--- src/rtl/audio_pkg.sv ---
// Shared sample types, ADC constants and the 17-to-16 bit saturation helper
// used by the ADC conditioning path.
package audio_pkg;

    localparam int ADC_W    = 12;
    localparam int SAMPLE_W = 16;

    localparam logic [ADC_W-1:0] ADC_MID = 12'h800;

    typedef logic signed [SAMPLE_W-1:0] sample_t;

    // Overflow into 17 bits shows up as the top two bits disagreeing.
    function automatic sample_t sat17to16(input logic signed [16:0] v);
        if (v[16] != v[15]) begin
            return v[16] ? 16'sh8000 : 16'sh7fff;
        end
        return v[15:0];
    endfunction

endpackage

--- src/rtl/dc_blocker.sv ---
// First-order IIR DC blocker with saturating output register; bypass freezes
// the DC estimate and passes the scaled sample through untouched.
module dc_blocker
    import audio_pkg::*;
#(
    parameter int DC_SHIFT = 10
) (
    input  logic    clk,
    input  logic    rst,
    input  logic    in_valid,
    input  logic    bypass,
    input  sample_t s,
    output sample_t y,
    output logic    y_valid,
    output logic    clip
);

    localparam int ACC_W = 17 + DC_SHIFT;

    logic signed [ACC_W-1:0] acc;
    logic signed [16:0]      dc;
    logic signed [16:0]      y_full;

    // The estimate stays well inside 17 bits, so truncating the shifted
    // accumulator loses nothing.
    assign dc     = 17'(acc >>> DC_SHIFT);
    assign y_full = 17'(s) - dc;

    always_ff @(posedge clk or posedge rst) begin
        if (rst) begin
            acc     <= '0;
            y       <= '0;
            y_valid <= 1'b0;
            clip    <= 1'b0;
        end else begin
            y_valid <= in_valid;
            clip    <= 1'b0;
            if (in_valid) begin
                if (bypass) begin
                    y <= s;
                end else begin
                    y    <= sat17to16(y_full);
                    clip <= y_full[16] ^ y_full[15];
                    acc  <= acc + ACC_W'(y_full);
                end
            end
        end
    end

endmodule

--- src/rtl/adc_sample_conditioner.sv ---
// Brings raw ADC codes into the system clock domain, decimates them to a
// fixed sample tick, converts to signed 16-bit and removes the DC bias.
module adc_sample_conditioner
    import audio_pkg::*;
#(
    parameter int CLK_MHZ  = 50,
    parameter int DIV      = 1042,
    parameter int DC_SHIFT = 10
) (
    input  logic             clk,
    input  logic             rst,
    input  logic [ADC_W-1:0] adc_data,
    input  logic             bypass_dc,
    output sample_t          sample_out,
    output logic             sample_valid,
    output logic             clip
);

    if (DIV < 4 || DIV > 65535 || DC_SHIFT < 2 || DC_SHIFT > 15 || CLK_MHZ <= 0) begin : g_bad_param
        $error("adc_sample_conditioner: parameter out of range");
    end

    localparam logic [15:0] TICK_TC = 16'(DIV - 1);

    logic [ADC_W-1:0] sync1;
    logic [ADC_W-1:0] sync2;
    logic [ADC_W-1:0] sync3;
    logic [ADC_W-1:0] stable;
    logic [ADC_W-1:0] cap;
    logic [15:0]      tick_cnt;
    logic             tick;
    logic             cap_valid;
    sample_t          s;

    assign tick = (tick_cnt == TICK_TC);

    // A code is only trusted once it has survived two consecutive samples,
    // so a word caught mid-transition never reaches the capture register.
    always_ff @(posedge clk or posedge rst) begin
        if (rst) begin
            sync1  <= '0;
            sync2  <= '0;
            sync3  <= '0;
            stable <= ADC_MID;
        end else begin
            sync1 <= adc_data;
            sync2 <= sync1;
            sync3 <= sync2;
            if (sync2 == sync3) begin
                stable <= sync2;
            end
        end
    end

    always_ff @(posedge clk or posedge rst) begin
        if (rst) begin
            tick_cnt  <= '0;
            cap       <= '0;
            cap_valid <= 1'b0;
        end else begin
            tick_cnt  <= tick ? 16'd0 : tick_cnt + 16'd1;
            cap_valid <= tick;
            if (tick) begin
                cap <= stable;
            end
        end
    end

    // Subtracting mid-scale from a 12-bit code is just an MSB flip.
    assign s = {~cap[ADC_W-1], cap[ADC_W-2:0], 4'b0000};

    dc_blocker #(
        .DC_SHIFT (DC_SHIFT)
    ) u_dc_blocker (
        .clk      (clk),
        .rst      (rst),
        .in_valid (cap_valid),
        .bypass   (bypass_dc),
        .s        (s),
        .y        (sample_out),
        .y_valid  (sample_valid),
        .clip     (clip)
    );

endmodule

--- config.mk ---
export PLATFORM = sky130hd
export DESIGN_NAME = adc_sample_conditioner
export DESIGN_NICKNAME = d
export VERILOG_FILES = /design/src/rtl/audio_pkg.sv /design/src/rtl/dc_blocker.sv /design/src/rtl/adc_sample_conditioner.sv
export SDC_FILE = /design/constraint.sdc
export NUM_CORES = 1
export LEC_CHECK = 0
export BUFFER_PORTS_ARGS = -buffer_cell sky130_fd_sc_hd__buf_4
export CAP_MARGIN = 20
export CORE_MARGIN = 3
export CORE_UTILIZATION = 45
export DETAILED_ROUTE_END_ITERATION = 6
export PLACE_DENSITY = 0.68
export SLEW_MARGIN = 20
export SYNTH_ARGS = -nofsm -noshare
export SYNTH_HDL_FRONTEND = slang
export SYNTH_SLANG_ARGS = --single-unit
--- constraint.sdc ---
create_clock -name clk -period 3.8 [get_ports clk]
set_input_delay 0.19 -clock clk [delete_from_list [all_inputs] [get_ports clk]]
set_output_delay 0.19 -clock clk [all_outputs]
set_load 0.01 [all_outputs]
# After elaboration in Yosys (flattened, before gate mapping)

Index checks and enable logic that the tools add are counted.

Bits in registers: 122
Input port bits: 15
Output and inout port bits: 18
Logic and storage cells: 31

$add $sub $neg: 3
Equality and inequality tests: 3
Mux-type cells: 10
Bitwise logic cells: 3
Reduce and logical (&&, ||, !) cells: 1

Operators with widths:

| kind                                                                    | number |
|---|---|
| 16-bit two-way mux                                                      | 5 |
| 27-bit by 17-bit adder with 27-bit output                               | 1 |
| 16-bit by 17-bit subtractor with 17-bit output                          | 1 |
| 16-bit by 1-bit adder with 16-bit output, second input constant         | 1 |
| 16-bit by 11-bit equality test with 1-bit output, second input constant | 1 |
| 12-bit equality test                                                    | 1 |
| 1-bit two-way mux                                                       | 5 |
| 1-bit NOT                                                               | 2 |
| 2-bit AND reduction                                                     | 1 |
| 1-bit inequality test                                                   | 1 |
| 1-bit XOR                                                               | 1 |

# Logic depth before layout (Yosys ltp)

Gate-level depths: netlist of the first run.

Depth in word-level cells: 8
Depth in mapped cells: 18
Mapped depth without buffers: 16

# By module

Synthesis of the first run repeated with hierarchy kept, for this count alone.

Cell total of the unflattened synthesis: 728
Area, all modules: 6,889.1 um^2

By module, submodules not included:

| module                 | times used | cells an instance | area each (um^2) | sequential area each (um^2) |
|---|---|---|---|---|
| dc_blocker             | 1          | 532               | 4,207.8          | 1,126.1 |
| adc_sample_conditioner | 1          | 196               | 2,681.3          | 1,928.1 |

# Least setup slack after synthesis of the first run

No wires, ideal clock.

Path kind: flip-flop to flip-flop
From: register cap[2]
To: register u_dc_blocker.acc[26]
Setup time: 0.129 ns
Data arrival time: 3.758 ns
Required time: 3.671 ns
Path slack: -0.087 ns
Cell stages (with the launch flop): 17
Buffers on the path: 1
Clock period less this slack: 3.887 ns
Path through: dfrtp_1 ha_1 or3_1 o22a_2 a21oi_2 o31ai_4 xnor2_4 inv_2 ha_1 clkbuf_1 a21o_1 a211oi_1 nor2_1 o221a_2 and2_1 o21a_1 a2111o_1

Cells in the longest elaborated chain, start to end: 2

RTL lines:

| element                                        | line                         | source |
|---|---|---|
| start, declared                                | adc_sample_conditioner.sv:29 | `logic [ADC_W-1:0] cap;` |
| start signal, assigned                         | adc_sample_conditioner.sv:64 | `cap <= stable;` |
| 16-bit by 17-bit subtractor with 17-bit output | dc_blocker.sv:27             | `assign y_full = 17'(s) - dc;` |
| 27-bit by 17-bit adder with 27-bit output      | dc_blocker.sv:44             | `acc <= acc + ACC_W'(y_full);` |
| end signal, assigned                           | dc_blocker.sv:44             |  |
| end, declared                                  | dc_blocker.sv:20             | `logic signed [ACC_W-1:0] acc;` |

Every way passes these cells.
A chain may end at the register's enable or synchronous reset.

# Worst setup path in the final report of the first run

From: register cap[2]
To: register u_dc_blocker.acc[25]

Same word-level chain as after synthesis.

==> run metrics, run 1 <==
DRC viols 0; Mapped Nets ~750; Clk Latency, worst-skew pair around 0.42 ns; Synth Instances approximately 700; post-route core utilization 59.8%; vias per inst 5.76; Area growth syn-to-layout 28.0%; drt first pass iters 5; Slew Limit Fails 0; WL/cell 17.8 um; hold slack ~0.0058 ns; Lkg Pwr between 0.004 and 0.005 uW; Clock Tree Buf Depth 2; Slew @ Worst Pin 0.994 ns; CP Class reg2reg; H-tree depth 4; final setup fails 0; clk sink count 122; status completed; Worst EP required between 4 and 5 ns; hpwl dp approximately 13000 um; Chip Height 130 um; worst-path maximum fanout 5; worst hold path class in2async; first-pass GRT wire length roughly 28000 um; sequential area share after synthesis between 40% and 50%; Core Rows 44; asr flop ratio synth 100%; number of synthesis warnings 0; starting DRC count in detailed routing approximately 320; Worst VDD drop a little over 0.3 mV; Final Skew between 0.01 and 0.015 ns; Port-buffer cells 32; Root Driver clkbuf_16; initial core utilization 46.7%; layout cells sized above 1 between 20% and 30%; Die X-Extent 130 um; fmax ~0.27 GHz; IO Count 33; fin nets 867; max-cap violation count 0; WP data arrival about 4.1 ns; Core Footprint approximately 15000 um^2; RSZ-0062 raised after global routing yes; Ant. Diodes 0; Worst setup SP type register; Die ar. approximately 17000 um^2; Slew Limit Headroom between 30 and 40%; Place WS between 0.006 and 0.007 ns; post-route setup slack 0.0827 ns; gpl congestion slightly above 0.9; Post-synth top flop dfrtp_1; most frequent cells in the layout 121 x dfrtp_1, 112 x buf_4, 61 x nand2_1, 39 x o21ai_0, 37 x nor2_1; crit end category register; CTS buffer count 17; Syn Area/Cell around 10 um^2; final hold violation count 0; most common cell after layout, fill and taps aside dfrtp_1; number of synthesized flops with an enable pin 0; Netlist cell types between 60 and 70; clk slew on worst S/H paths roughly 0.07 ns; vias in the first global route ~5600; Total Wirelength approximately 18000 um; via count roughly 5800; GRT Overall Usage between 20% and 30%; initial antenna violation count 0; Power per Cell Area between 300 and 400 nW/um^2; Tcrit/Tclk final around 100%; synthesized flop and latch total approximately 120; TritonCTS clock tree yes; post-route ant nets 0; post-route minimum period 3.72 ns; Cell Area, Synth between 6000 and 7000 um^2; largest net degree at the start of global routing 80; grt ovf 0
==> report_power, final <==
part / internal (uW) / switching [uW] / total [uW]
clock network: 879 / 669 / 1550
logic: 29.1 / 39.0 / 68.0
registers: 1320 / 12.3 / 1330
total: 2230 / 721 / 2950
==> cells by family (layout without fill, tap and decap cells) <==
logic type | Yosys count | count (layout) | share of synthesized area [%]
simple gates | 190 | 190 | 13.4
compound gates | 186 | 186 | 18.1
flops | 122 | 122 | 44.3
fa+ha+maj | 55 | 55 | 9.93
xor+xnor | 55 | 55 | 7.26
buf+inv | 54 | 185 | 3.09
mux | 24 | 24 | 3.90
==> registers in the layout, summed over array words and instances, names as in the netlist <==
signal                flops
u_dc_blocker.clip         1
u_dc_blocker.y_valid      1
sync3                    12
u_dc_blocker.acc         27
cap_valid                 1
sync1                    12
cap                      12
stable                   12
sync2                    12
tick_cnt                 16
u_dc_blocker.y           16
==> layer usage <==
metal | up-vias | wire length, um | part of all wire, % | global-route usage (%)
met5 | - | 0 | 0 | 0
met2 | 171 | 8450 | 48 | 34.3
met3 | 37 | 799 | 4.5 | 4.13
met4 | 0 | 512 | 2.9 | 9.05
li1 | 2722 | - | - | -
met1 | 2831 | 8000 | 45 | 28.8
==> final cells by class <==
| cell class | count | area [um^2] |
|---|---|---|
| Tap cell | 184 | 230 |
| Timing Repair Buffer | 124 | 961 |
| Sequential cell | 122 | 3050 |
| Multi-Input combinational cell | 510 | 3900 |
| Inverter | 29 | 114 |
| Clock buffer | 18 | 439 |
| Fill cell | 1219 | 5930 |
| Clock inverter | 14 | 124 |
==> worst paths after layout <==
kind	start	endpoint	slack, ns	cells after the start
hold reg to reg	sync1[6]	sync2[6]	0.35	0
setup / recovery	cap[2]	u_dc_blocker.acc[25]	0.08	14
hold / removal	rst	sync1[4]	0.006	2
min in group clk	bypass_dc	u_dc_blocker.y[15]	0.19	3
max in group asynchronous	rst	sync3[3]	2.91	3
setup reg to reg	cap[2]	u_dc_blocker.acc[25]	0.08	14
==> stage by stage <==
step / power [uW] / setup TNS [ns] / cell area (um^2) / std cells
floorplan: 1390 / 0 / 6920 / 686
global placement: 1410 / -0.0755 / 7840 / 950
detailed placement: 1420 / 0 / 7840 / 950
CTS: 2970 / 0 / 8520 / 994
global route: 3050 / -0.135 / 8820 / 1001
finish: 2950 / 0 / 8820 / 1001
==> what timing repair did <==
| item | in CTS | in global routing |
|---|---|---|
| hold buffers | 12 | 0 |
| buffers inserted | 0 | 7 |
| setup endpoints to repair | 1 | 10 |
| pin swaps | 1 | 18 |
| endpoints found under the hold margin | 12 | 0 |
| resized for setup | 1 | 55 |
==> critical path: stages, from the launching register on <==
cell and delay, ns:
dfrtp_1 0.42, ha_4 0.20, or3_1 0.38, o22a_4 0.22, a21oi_4 0.18, buf_4 0.14
xnor2_2 0.18, ha_4 0.28, a21o_1 0.20, o21bai_1 0.16, a221o_1 0.36, a31oi_2 0.24
o211ai_1 0.27, a211o_1 0.35, nand3_1 0.07
==> synth_stat cells (2+ instances only) <==
library cell | instances | share of area (%)
a2111o_1 | 2 | 0.33
a2111oi_0 | 2 | 0.25
a211o_1 | 3 | 0.38
a211oi_1 | 11 | 1.2
a21o_1 | 18 | 2.0
a21oi_1 | 41 | 3.0
a21oi_2 | 2 | 0.25
a221o_1 | 3 | 0.44
a22o_1 | 4 | 0.51
a31oi_1 | 5 | 0.45
a32oi_1 | 2 | 0.25
and2_1 | 5 | 0.45
and3_1 | 10 | 0.91
and4_1 | 2 | 0.25
buf_2 | 2 | 0.15
clkbuf_1 | 21 | 1.1
dfrtp_1 | 121 | 44
ha_1 | 47 | 8.5
inv_1 | 26 | 1.4
inv_2 | 2 | 0.11
maj3_1 | 2 | 0.29
maj3_2 | 5 | 0.82
mux2_2 | 23 | 3.8
nand2_1 | 64 | 3.5
nand2b_1 | 6 | 0.54
nand3_1 | 21 | 1.5
nand3b_1 | 8 | 0.87
nand4_1 | 11 | 1.0
nor2_1 | 41 | 2.2
nor2b_1 | 2 | 0.18
nor3_1 | 9 | 0.65
nor4b_1 | 3 | 0.38
o2111ai_1 | 3 | 0.38
o211ai_1 | 5 | 0.54
o21a_1 | 7 | 0.76
o21ai_0 | 48 | 3.5
o21bai_1 | 5 | 0.54
o311ai_0 | 2 | 0.25
o31a_1 | 2 | 0.25
o31ai_1 | 8 | 0.87
o41ai_1 | 2 | 0.25
or3_1 | 3 | 0.27
xnor2_1 | 37 | 4.7
xor2_1 | 17 | 2.2
(Power assumes the default switching activity.)
==> run 2, diff against run 1 <==
--- a/config.mk
+++ b/config.mk
@@ -8,9 +8,9 @@
 export BUFFER_PORTS_ARGS = -buffer_cell sky130_fd_sc_hd__buf_4
 export CAP_MARGIN = 20
 export CORE_MARGIN = 3
-export CORE_UTILIZATION = 45
+export CORE_UTILIZATION = 56
 export DETAILED_ROUTE_END_ITERATION = 6
-export PLACE_DENSITY = 0.68
+export PLACE_DENSITY = 0.81
 export SLEW_MARGIN = 20
 export SYNTH_ARGS = -nofsm -noshare
 export SYNTH_HDL_FRONTEND = slang
==> run 2 against run 1 <==
The flow now finishes with violations (hold timing). Sequential cell count did not move. Critical path type unchanged. Sequential power barely moved. Critical path depth rose by 1. Worst hold slack got worse by 0.044 ns. Wire length rose by 0.37%. Non-clock buffer count fell by 14. Final cell count fell by 5.5%.
==> run metrics, run 2 (synthesis results as in run 1) <==
Worst setup SP type register; Worst EP required 4.10 ns (-0.06 ns); vias per inst 6.04 (+5.0%); starting DRC count in detailed routing 495 (+56%); Slew Limit Headroom 38.8% (+5.5 points); hpwl dp 12800 um (-2.0%); Die ar. 13700 um^2 (-19%); Place WS -0.0314 ns (-0.0376 ns); GRT Overall Usage 27.5% (+6.0 points); worst hold path class in2async; Lkg Pwr 0.00413 uW (-1.2%); largest net degree at the start of global routing 74 (-7.5%); switch share 22.7% (-1.8 points); Cells after DPL 890 (-6.3%); crit end category register; max reg flops 27 (unchanged); CP bufs+invs 1 (unchanged); Most common cell on crit path ha_2; final setup fails 0 (unchanged); via count 5715 (-0.80%); Psw 683 uW (-5.2%); failing checks hold timing; WL/cell 18.9 um (+6.2%); Ant. Diodes 0 (unchanged); Final Skew 0.00923 ns (-0.00401 ns); Clk pwr share 53.5% (+1.0 points); Core Rows 39 (-11%); Slew @ Worst Pin 0.919 ns (-0.0754 ns); Int Pwr 2330 uW (+4.6%); post-route setup slack 0.0720 ns (-0.0107 ns); WP data arrival 4.03 ns (-0.05 ns); Tcrit/Tclk final 98.1% (+0.28 points); largest reg by FF count u_dc_blocker.acc; gpl congestion 0.966 (+3.9%); fmax 0.268 GHz (-0.29%); clk sink count 122 (unchanged); area of the multi-input gates 3810 um^2 (-2.2%); Area growth syn-to-layout 25.0%; post-route minimum period 3.73 ns (+0.0107 ns); initial core utilization 58.8% (+12 points); RSZ-0062 raised after global routing yes; max-cap violation count 0 (unchanged); Chip Height 117 um (-9.9%); Die X-Extent 117 um (-9.9%); Seq pwr share 44.3% (-0.9 points); Non-Filler Instances 946 (-5.5%); crit-path max cell delay 0.43 ns (about the same); fin nets 853 (-1.6%); status complete, but fails checks; Slew Limit Fails 0 (unchanged); Largest regs u_dc_blocker.acc x27, tick_cnt x16, u_dc_blocker.y x16; H-tree depth 4 (unchanged); hold slack -0.0382 ns (-0.0440 ns); Total Wirelength 17800 um (+0.37%); post-route ant nets 0 (unchanged); vias in the first global route 5628 (-0.018%); Clk Latency, worst-skew pair 0.42 ns (about the same); clk slew on worst S/H paths 0.06 ns (about the same); Worst path slowest cell dfrtp_1; most common cell after layout, fill and taps aside dfrtp_1; sequential cell area 3050 um^2 (unchanged); Core Footprint 11700 um^2 (-21%); CTS buffer count 17 (unchanged); Root Driver clkbuf_16; Clock Tree Buf Depth 2 (unchanged); most frequent cells in the layout 121 x dfrtp_1, 98 x buf_4, 64 x nand2_1, 43 x o21ai_0, 40 x nor2_1; Power per Cell Area 350 nW/um^2 (+4.7%); layout cells sized above 1 25.5% (-2.5 points); first-pass GRT wire length 28500 um (+0.58%); DRC viols 0 (unchanged); initial antenna violation count 0 (unchanged); Combinational Power Share 2.3% (about the same); worst-path maximum fanout 11 (+6); CP cell instances ha_2, or3_1, o22a_4, a21oi_4, o31ai_4, xnor2_4, inv_4, ha_2, nand2_1, nor2_2, and3_4, o211a_1, a211oi_1, o21a_1, a2111o_1; Worst VDD drop 0.470 mV (+56%); IO Count 33 (unchanged); Port-buffer cells 32 (unchanged); final hold violation count 35 (+35); grt ovf 0 (unchanged); fill cell count 805 (-34%); TritonCTS clock tree yes; drt first pass iters 5 (unchanged); CP top delay family compound AO/OA/AOI/OAI gates; CP Class reg2reg
-- run 2: routing by layer --
layer  track usage, %  vias up  routed length [um]
met5                0        -                   0
met3             6.63       39                 907
met2             44.2      163                8700
li1                 -     2699                   -
met4             11.5        0                 571
met1             35.9     2814                7660
-- run 2: metrics by stage --
stage | hold WS [ns] | setup TNS, ns | cell area, um^2 | util (%) | total power, uW
after floorplan | 0.221 | 0 | 6920 | - | 1390
after global placement | 0.300 | 0 | 7640 | 65.2 | 1410
after detailed placement | 0.300 | -0.0583 | 7640 | 65.2 | 1420
after CTS | 0.000400 | 0 | 8370 | 71.5 | 3040
after global routing | 0.0313 | -0.237 | 8610 | 73.5 | 3110
final | -0.0382 | 0 | 8610 | 73.5 | 3010
-- run 2: power groups by stage --
stage / Sequential (uW) / Clock, uW / Combinational (uW)
2_1_floorplan: 1350 / 0 / 33.6
5_1_grt: 1340 / 1700 / 76.4
3_5_place_dp: 1360 / 0 / 58.9
6_report: 1330 / 1610 / 67.9
4_1_cts: 1330 / 1630 / 70.0
3_3_place_gp: 1360 / 0 / 56.1
-- run 2: layout make-up --
cell class	count	share of cell area (%)
Clock inverter	14	1.89
Multi-Input combinational cell	510	44.3
Clock buffer	18	4.98
Sequential cell	122	35.5
Tap cell	143	2.08
Timing Repair Buffer	110	9.94
Inverter	29	1.32
-- run 2: worst paths after layout --
| kind | slack [ns] | depth (start not counted) | end | startpoint |
|---|---|---|---|---|
| worst max register to register | 0.07 | 15 | u_dc_blocker.acc[26] | cap[2] |
| min in group clk | 0.21 | 4 | u_dc_blocker.y[6] | bypass_dc |
| worst min register to register | 0.34 | 0 | sync2[1] | sync1[1] |
| worst max-delay path | 0.07 | 15 | u_dc_blocker.acc[26] | cap[2] |
| worst min-delay path | -0.04 | 2 | cap[2] | rst |
| max in group asynchronous | 2.93 | 3 | cap[6] | rst |
-- run 2: what timing repair did --
action / in CTS / in global routing
endpoints found under the setup margin: 2 / 10
hold endpoints to repair: 12 / 0
hold buffers: 12 / 0
gates resized for setup: 4 / 36
pin swaps: 2 / 12
setup buffers: 0 / 12
